<file path="config.mk">
export PLATFORM = sky130hd
export DESIGN_NAME = raster_scan_gen
export DESIGN_NICKNAME = d
export VERILOG_FILES = /design/src/rtl/raster_scan_gen.sv
export SDC_FILE = /design/constraint.sdc
export NUM_CORES = 1
export LEC_CHECK = 0
export CORE_AREA = 4 4 101 103
export DETAILED_ROUTE_END_ITERATION = 8
export DIE_AREA = 0 0 105 107
export PLACE_DENSITY = 0.79
export REMOVE_ABC_BUFFERS = 1
export SETUP_SLACK_MARGIN = 0.3
export SYNTH_ARGS = -nofsm -noshare
export SYNTH_HDL_FRONTEND = slang
export SYNTH_SLANG_ARGS = --single-unit
</file>
<file path="constraint.sdc">
create_clock -name clk_i -period 3 [get_ports clk_i]
set_input_delay 0.9 -clock clk_i [delete_from_list [all_inputs] [get_ports clk_i]]
set_output_delay 0.9 -clock clk_i [all_outputs]
set_load 0.03 [all_outputs]
</file>
<file path="src/rtl/raster_scan_gen.sv">
// rtl/raster_scan_gen.sv - runtime-programmable 2-D raster coordinate generator
module raster_scan_gen #(
  parameter int X_W    = 10,
  parameter int Y_W    = 10,
  parameter int ADDR_W = 20
) (
  input  logic              clk_i,
  input  logic              rst_i,
  input  logic              start_i,
  input  logic              abort_i,
  input  logic [X_W-1:0]    xmax_i,
  input  logic [Y_W-1:0]    ymax_i,
  input  logic              col_major_i,
  input  logic              ready_i,
  output logic              valid_o,
  output logic [X_W-1:0]    x_o,
  output logic [Y_W-1:0]    y_o,
  output logic [ADDR_W-1:0] addr_o,
  output logic              first_o,
  output logic              last_o,
  output logic              border_o,
  output logic              busy_o,
  output logic              done_o
);

  typedef enum logic [0:0] {IDLE, RUN} state_t;

  state_t              state_q, state_d;
  logic [X_W-1:0]      x_q, x_d, xmax_q;
  logic [Y_W-1:0]      y_q, y_d, ymax_q;
  logic [ADDR_W-1:0]   addr_q, addr_d, stride_q;
  logic                col_q;
  logic                done_q, done_d;
  logic                load;
  logic                accept;
  logic                x_at_max, y_at_max;

  assign x_at_max = (x_q == xmax_q);
  assign y_at_max = (y_q == ymax_q);
  assign valid_o  = (state_q == RUN);
  assign busy_o   = (state_q == RUN);
  assign accept   = valid_o && ready_i;

  // Flags are derived from the current beat and masked when no beat is offered.
  assign first_o  = valid_o && (x_q == '0) && (y_q == '0);
  assign last_o   = valid_o && x_at_max && y_at_max;
  assign border_o = valid_o && ((x_q == '0) || x_at_max || (y_q == '0) || y_at_max);

  assign x_o    = x_q;
  assign y_o    = y_q;
  assign addr_o = addr_q;
  assign done_o = done_q;

  // State register.
  always_ff @(posedge clk_i or posedge rst_i) begin
    if (rst_i) state_q <= IDLE;
    else       state_q <= state_d;
  end

  // Next-state and next-coordinate logic; the address only ever uses adders.
  always_comb begin
    state_d = state_q;
    x_d     = x_q;
    y_d     = y_q;
    addr_d  = addr_q;
    done_d  = 1'b0;
    load    = 1'b0;
    case (state_q)
      IDLE: begin
        if (start_i && !abort_i) begin
          state_d = RUN;
          load    = 1'b1;
          x_d     = '0;
          y_d     = '0;
          addr_d  = '0;
        end
      end
      RUN: begin
        if (abort_i) begin
          state_d = IDLE;
          x_d     = '0;
          y_d     = '0;
          addr_d  = '0;
        end else if (accept) begin
          if (x_at_max && y_at_max) begin
            state_d = IDLE;
            done_d  = 1'b1;
            x_d     = '0;
            y_d     = '0;
            addr_d  = '0;
          end else if (!col_q) begin
            addr_d = addr_q + ADDR_W'(1);
            if (!x_at_max) begin
              x_d = x_q + X_W'(1);
            end else begin
              x_d = '0;
              y_d = y_q + Y_W'(1);
            end
          end else begin
            if (!y_at_max) begin
              y_d    = y_q + Y_W'(1);
              addr_d = addr_q + stride_q;
            end else begin
              y_d    = '0;
              x_d    = x_q + X_W'(1);
              addr_d = ADDR_W'(x_q) + ADDR_W'(1);
            end
          end
        end
      end
      default: state_d = IDLE;
    endcase
  end

  // Coordinate, address and done-pulse registers.
  always_ff @(posedge clk_i or posedge rst_i) begin
    if (rst_i) begin
      x_q    <= '0;
      y_q    <= '0;
      addr_q <= '0;
      done_q <= 1'b0;
    end else begin
      x_q    <= x_d;
      y_q    <= y_d;
      addr_q <= addr_d;
      done_q <= done_d;
    end
  end

  // Frame bounds, scan order and column-major stride captured on an accepted start.
  always_ff @(posedge clk_i or posedge rst_i) begin
    if (rst_i) begin
      xmax_q   <= '0;
      ymax_q   <= '0;
      col_q    <= 1'b0;
      stride_q <= '0;
    end else if (load) begin
      xmax_q   <= xmax_i;
      ymax_q   <= ymax_i;
      col_q    <= col_major_i;
      stride_q <= ADDR_W'(xmax_i) + ADDR_W'(1);
    end
  end

endmodule

</file>
# Yosys cells after proc, flatten, opt, wreduce, memory -nomap -nowiden
# Index checks and enable logic that the tools add are counted.
totals:
  output_inout_bits: 46
  ff_bits: 83
  input_bits: 26
  elab_cells: 71
op_classes:
  addsub: 6
  n_reduce_logical: 17
  bitwise: 1
  n_mux: 32
  n_eq_ne: 6
op_table:
  columns: ["cell", "n"]
  rows:
  - ["2-to-1 mux 10 bit", 13]
  - ["2-to-1 mux 20 bit", 6]
  - ["one-hot mux 10 bit (2 select lines)", 2]
  - ["one-hot mux 20 bit (2 select lines)", 1]
  - ["adder 10 x 1 -> 11 bit (second input constant)", 2]
  - ["adder 10 x 1 -> 10 bit (second input constant)", 2]
  - ["adder 20 x 1 -> 20 bit (second input constant)", 1]
  - ["adder 20 bit", 1]
  - ["equality test 10 bit", 2]
  - ["zero test 10 bit", 2]
  - ["2-to-1 mux 1 bit", 9]
  - ["logical AND 1 bit", 8]
  - ["AND reduction 3 bit", 2]
  - ["inequality test 5 x 2 -> 1 bit (second input constant)", 1]
  - ["inequality test 5 x 3 -> 1 bit (second input constant)", 1]
  - ["logical OR 1 bit", 3]
  - ["inequality test 3 x 2 -> 1 bit (second input constant)", 1]
  - ["inequality test 2 bit (second input constant)", 1]
  - ["one-hot mux 1 bit (2 select lines)", 1]
  - ["AND reduction 2 bit", 1]
  - ["zero test 1 bit", 1]
  - ["NOT 1 bit", 1]

# Depth between registers and ports, before layout
depth:
  word_depth: 7
  mapped_depth: 10
  depth_no_buf: 9

# Worst setup path before layout
# OpenSTA, ideal clock, no wires.
synth_path:
  path_type: "reg2out"
  from: "reg y_q[6], in the netlist y_o[6]"
  to: "out border_o"
  setup_slack_ns: 0.053
  path_buffers: 2
  path_stages_with_launch: 7
  required_time_ns: 2.100
  arrival_time_ns: 2.047
  path_cell_list: "dfrtp_1 buf_2 xor2_1 nor4_4 nand4_4 clkbuf_1 a41oi_1"
synth_between:
  elab_chain_len: 4
  elab_cells_between_ends: 5
  classes_between: "eq/ne: 1; reduce/logical: 4"
synth_lines:
  columns: ["element", "line_no", "text"]
  rows:
  - ["start: declaration", "30", "logic [Y_W-1:0] y_q, y_d, ymax_q;"]
  - ["start signal: assignment", "124", "y_q <= y_d;"]
  - ["zero test 10 bit", "47", "assign border_o = valid_o && ((x_q == '0) || x_at_max || (y_q == '0) || y_at_max);"]
  - ["logical OR 1 bit", "47", null]
  - ["logical OR 1 bit (*)", "47", null]
  - ["logical AND 1 bit (*)", "47", null]
  - ["end: declaration", "21", "output logic border_o,"]
# Mark *: on every way between the ends. The rest lies on a longest branch, timed or not.

# Worst setup path after layout
layout_path:
  from: "reg x_q[2], in the netlist x_o[2]"
  to: "out border_o"
layout_between:
  elab_chain_len: 5
  elab_cells_between_ends: 6
  classes_between: "eq/ne: 1; reduce/logical: 5"
layout_lines:
  columns: ["element", "line_no", "text"]
  rows:
  - ["start: declaration", "29", "logic [X_W-1:0] x_q, x_d, xmax_q;"]
  - ["start signal: assignment", "118", "x_q <= '0;"]
  - ["start signal: assignment", "123", "x_q <= x_d;"]
  - ["equality test 10 bit / zero test 10 bit (equally long branches)", "38, 47", null]
  - ["logical OR 1 bit (*) (3 in series)", "47", null]
  - ["logical AND 1 bit (*)", "47", null]
# Marks and branches as above.

==> flow_summary.yaml <==
critical_path:
  crit_type: "register to primary output"
  crit_required_ns: 2.10
  r2r_start: "x_o[2]$_DFFE_PP0P_"
  startpoint: "x_o[2]$_DFFE_PP0P_"
  critPathCaptureType: "primary output"
  worstPathArrival_ns: 2.00
  crit_chain: "buf_6, xor2_2, nor4_4, nand4_1, a41oi_2, buf_6"
  slowest_stage: "dfrtp_1"
  crit_path_max_incr_delay_ns: 0.41
  crit_fanout: 4
  cpMostUsedCell: "buf_6"
  crit_path_start_kind: "register"
clocking:
  ctsHoldBuffers: 0
  path_clk_slew_ns: 0.09
  cts_tree: "done"
  clock_latency_ns: 0.36
  cts_buffers: 9
  clock-sinks: 74
  htreeDepth: 3
  root_buffer: "clkbuf_8"
  clockBufferDepth: 2
power:
  power.leakage_nw: 2.850
  finalPower_mw: 2.778
  ir_drop_uv: 296.7
  cellPowerDensity_nw_per_um2: 436.1
layout:
  drive_gt1_share_pct: 14.45
  fillerInstances: 717
  finalNonFillerCells: 810
  antennaDiodeCount: 0
  nNetsFinal: 738
  multi_input_area_um2: 3020
  syn2layout_area_growth_pct: 28.23
  regArea_um2: 1856
routing:
  dr.pass1.iters: 7
  num_vias: 4868
  drc: 0
  drt_wl_total_um: 14290
  drt_iter0_drc: 294
  vias_per_cell: 6.010
  drt.antenna.violating_nets: 0
  wl_per_cell_um: 17.64
sta:
  hold_violations: 0
  rsz0062_at_grt: "yes"
  min_period_ns: 2.901
  finClkSkew_ns: 0.01056
  tightest_slew_ns: 0.4686
  fin_crit_sh_pct: 96.71
  finalMaxSlewViolations: 0
  slew_headroom_pct: 68.43
  timing.setup.tns_ns: 0
  finalSetupViolCount: 0
  max_freq_mhz: 344.7
  postLayoutSetupSlackWorst_ns: 0.09875
synth:
  synth.distinct_cells: 62
  syn_inst: 599
  synthFlopType: "dfrtp_1"
  async_flop_share_pct: 100.0
  synth-seq-area-share_pct: 37.27
  synth.avg_cell_area_um2: 8.295
  synth_edf_count: 0
  synth_area_um2: 4969
  ys_warn_count: 0
  synth-seq-cells: 74
min_path:
  hp-start: "stride_q[6]$_DFFE_PP0P_"
  hold_class: "register to register"
floorplanning:
  dieArea_um2: 11240
  die_h_um: 107
  rows: 35
  die_w_um: 105
  core_area_um2: 9196
  start_util_pct: 54.03
  ioPinCount: 72
placed_design:
  io_buffers: 71
  place_ws_ns: 0.1751
  dp.cells: 776
  dp_hpwl_um: 10170
  globalplace.congestion: 1.046
global_routing:
  globalRouteOverflowTotal: 0
  grt_max_degree: 75
  gr-usage-all-layers_pct: 25.34
  grt_pass1_vias: 4609
  antenna_found_initial: 0
  grt_first_pass_wirelength_um: 22950
run_status:
  outcome: "completed"
job:
  cap_violations: 0
[final cells by class]
cell class	instances	share of cell area, %
multi-input cells	477	47.41
flip-flops and latches	74	29.12
repair buffers	117	17.28
well taps	111	2.180
clock buffers	10	2.003
clock inverters	6	1.119
inverters	15	0.8837
[report_power, final]
part | total, mW | internal, mW | switching (mW)
combinational | 0.780 | 0.315 | 0.465
sequential | 1.17 | 1.08 | 0.0897
clock | 0.825 | 0.394 | 0.431
total | 2.78 | 1.79 | 0.986
[state kept, by name (all words and copies together) (netlist names)]
| name | cells |
|---|---|
| stride_q | 11 |
| ymax_q | 10 |
| done_o | 1 |
| x_o | 10 |
| col_q | 1 |
| addr_o | 20 |
| busy_o | 1 |
| xmax_q | 10 |
| y_o | 10 |
[synthesized netlist by cell type (all sizes together) (4+ instances only)]
cell    count  share of area, %
ha         17               4.3
and4        4              0.71
nor4        6               1.5
nand3      21               2.1
clkbuf     16               1.2
buf        17               2.2
inv        15               1.1
nand4      11               1.7
a21o        4              0.60
nor3       16               1.6
o22ai       4              0.50
a21oi      27               2.7
nand2     119               9.0
xor2       39               6.9
xnor2      17               3.0
o21ai      52               5.5
o211ai      4              0.60
dfrtp      74                37
mux2i       4              0.81
o31ai       6              0.91
a211oi      5              0.96
and3        7              0.88
nor2       59               4.5
o21a        4              0.60
a211o       4              0.71
[metal layers]
layer | GRT usage, % | vias up | share of wire (%)
met5 | 0 | - | 0
met4 | 6.935 | 0 | 2.0
met3 | 4.094 | 33 | 6.4
met2 | 43.63 | 234 | 49
met1 | 33.17 | 2314 | 43
li1 | - | 2287 | -
[per-stage QoR]
| stage | area (um^2) | hold slack [ns] | util (%) |
|---|---|---|---|
| after detailed placement | 5872 | 0.4785 | 63.85 |
| final | 6371 | 0.4976 | 69.28 |
| after global routing | 6371 | 0.5199 | 69.28 |
| after global placement | 5872 | 0.4683 | 63.85 |
| after floorplan | 4800 | 0.4538 | - |
| after CTS | 6171 | 0.4990 | 67.10 |
[kinds of logic (layout without fill, tap and decap cells)]
| family | count (synthesis) | count (layout) | share of synthesized area, % |
|---|---|---|---|
| AO/OA/AOI/OAI | 139 | 139 | 18.51 |
| XOR/XNOR | 56 | 56 | 9.872 |
| adder cells (fa/ha/maj) | 18 | 18 | 4.684 |
| buffers and inverters | 48 | 148 | 4.533 |
| flip-flops | 74 | 74 | 37.27 |
| multiplexers | 4 | 4 | 0.8059 |
| AND/OR/NAND/NOR | 260 | 260 | 24.33 |
[worst max-delay path, delay by kind of cell (launching register included)]
kind                   cells  cell delay (ns)
AO/OA/AOI/OAI              1             0.26
XOR/XNOR                   1             0.15
buffers and inverters      2             0.31
flip-flops                 1             0.41
AND/OR/NAND/NOR            2             0.52
[repair_timing]
action	4_1_cts	5_1_grt
buffers inserted	7	11
setup endpoints to repair	5	13
pin swaps	6	14
resized for setup	14	28
[path summary, 6_finish.rpt]
kind / cells after the start / endpoint / slack (ns)
worst max-delay path: 6 / border_o / 0.1
worst min-delay path: 2 / stride_q[6]$_DFFE_PP0P_ / 0.50
worst max register to register: 14 / addr_o[11]$_DFFE_PP0P_ / 0.20
worst min register to register: 2 / stride_q[6]$_DFFE_PP0P_ / 0.50
max in group asynchronous: 3 / x_o[8]$_DFFE_PP0P_ / 1.73
min in group asynchronous: 3 / xmax_q[7]$_DFFE_PP0P_ / 0.93
[layout by cell type, fill, tap and decap left out, drive strengths merged, types with 16 or more instances in the layout]
master,netlist,final
dfrtp,74,74
buf,17,48
nand2,119,119
ha,17,17
a21oi,27,27
xnor2,17,17
inv,15,18
nor2,59,59
clkdlybuf4s50,0,68
o21ai,52,52
xor2,39,39
nor3,16,16
nand3,21,21
No activity file was read; power rests on OpenSTA's default activity.
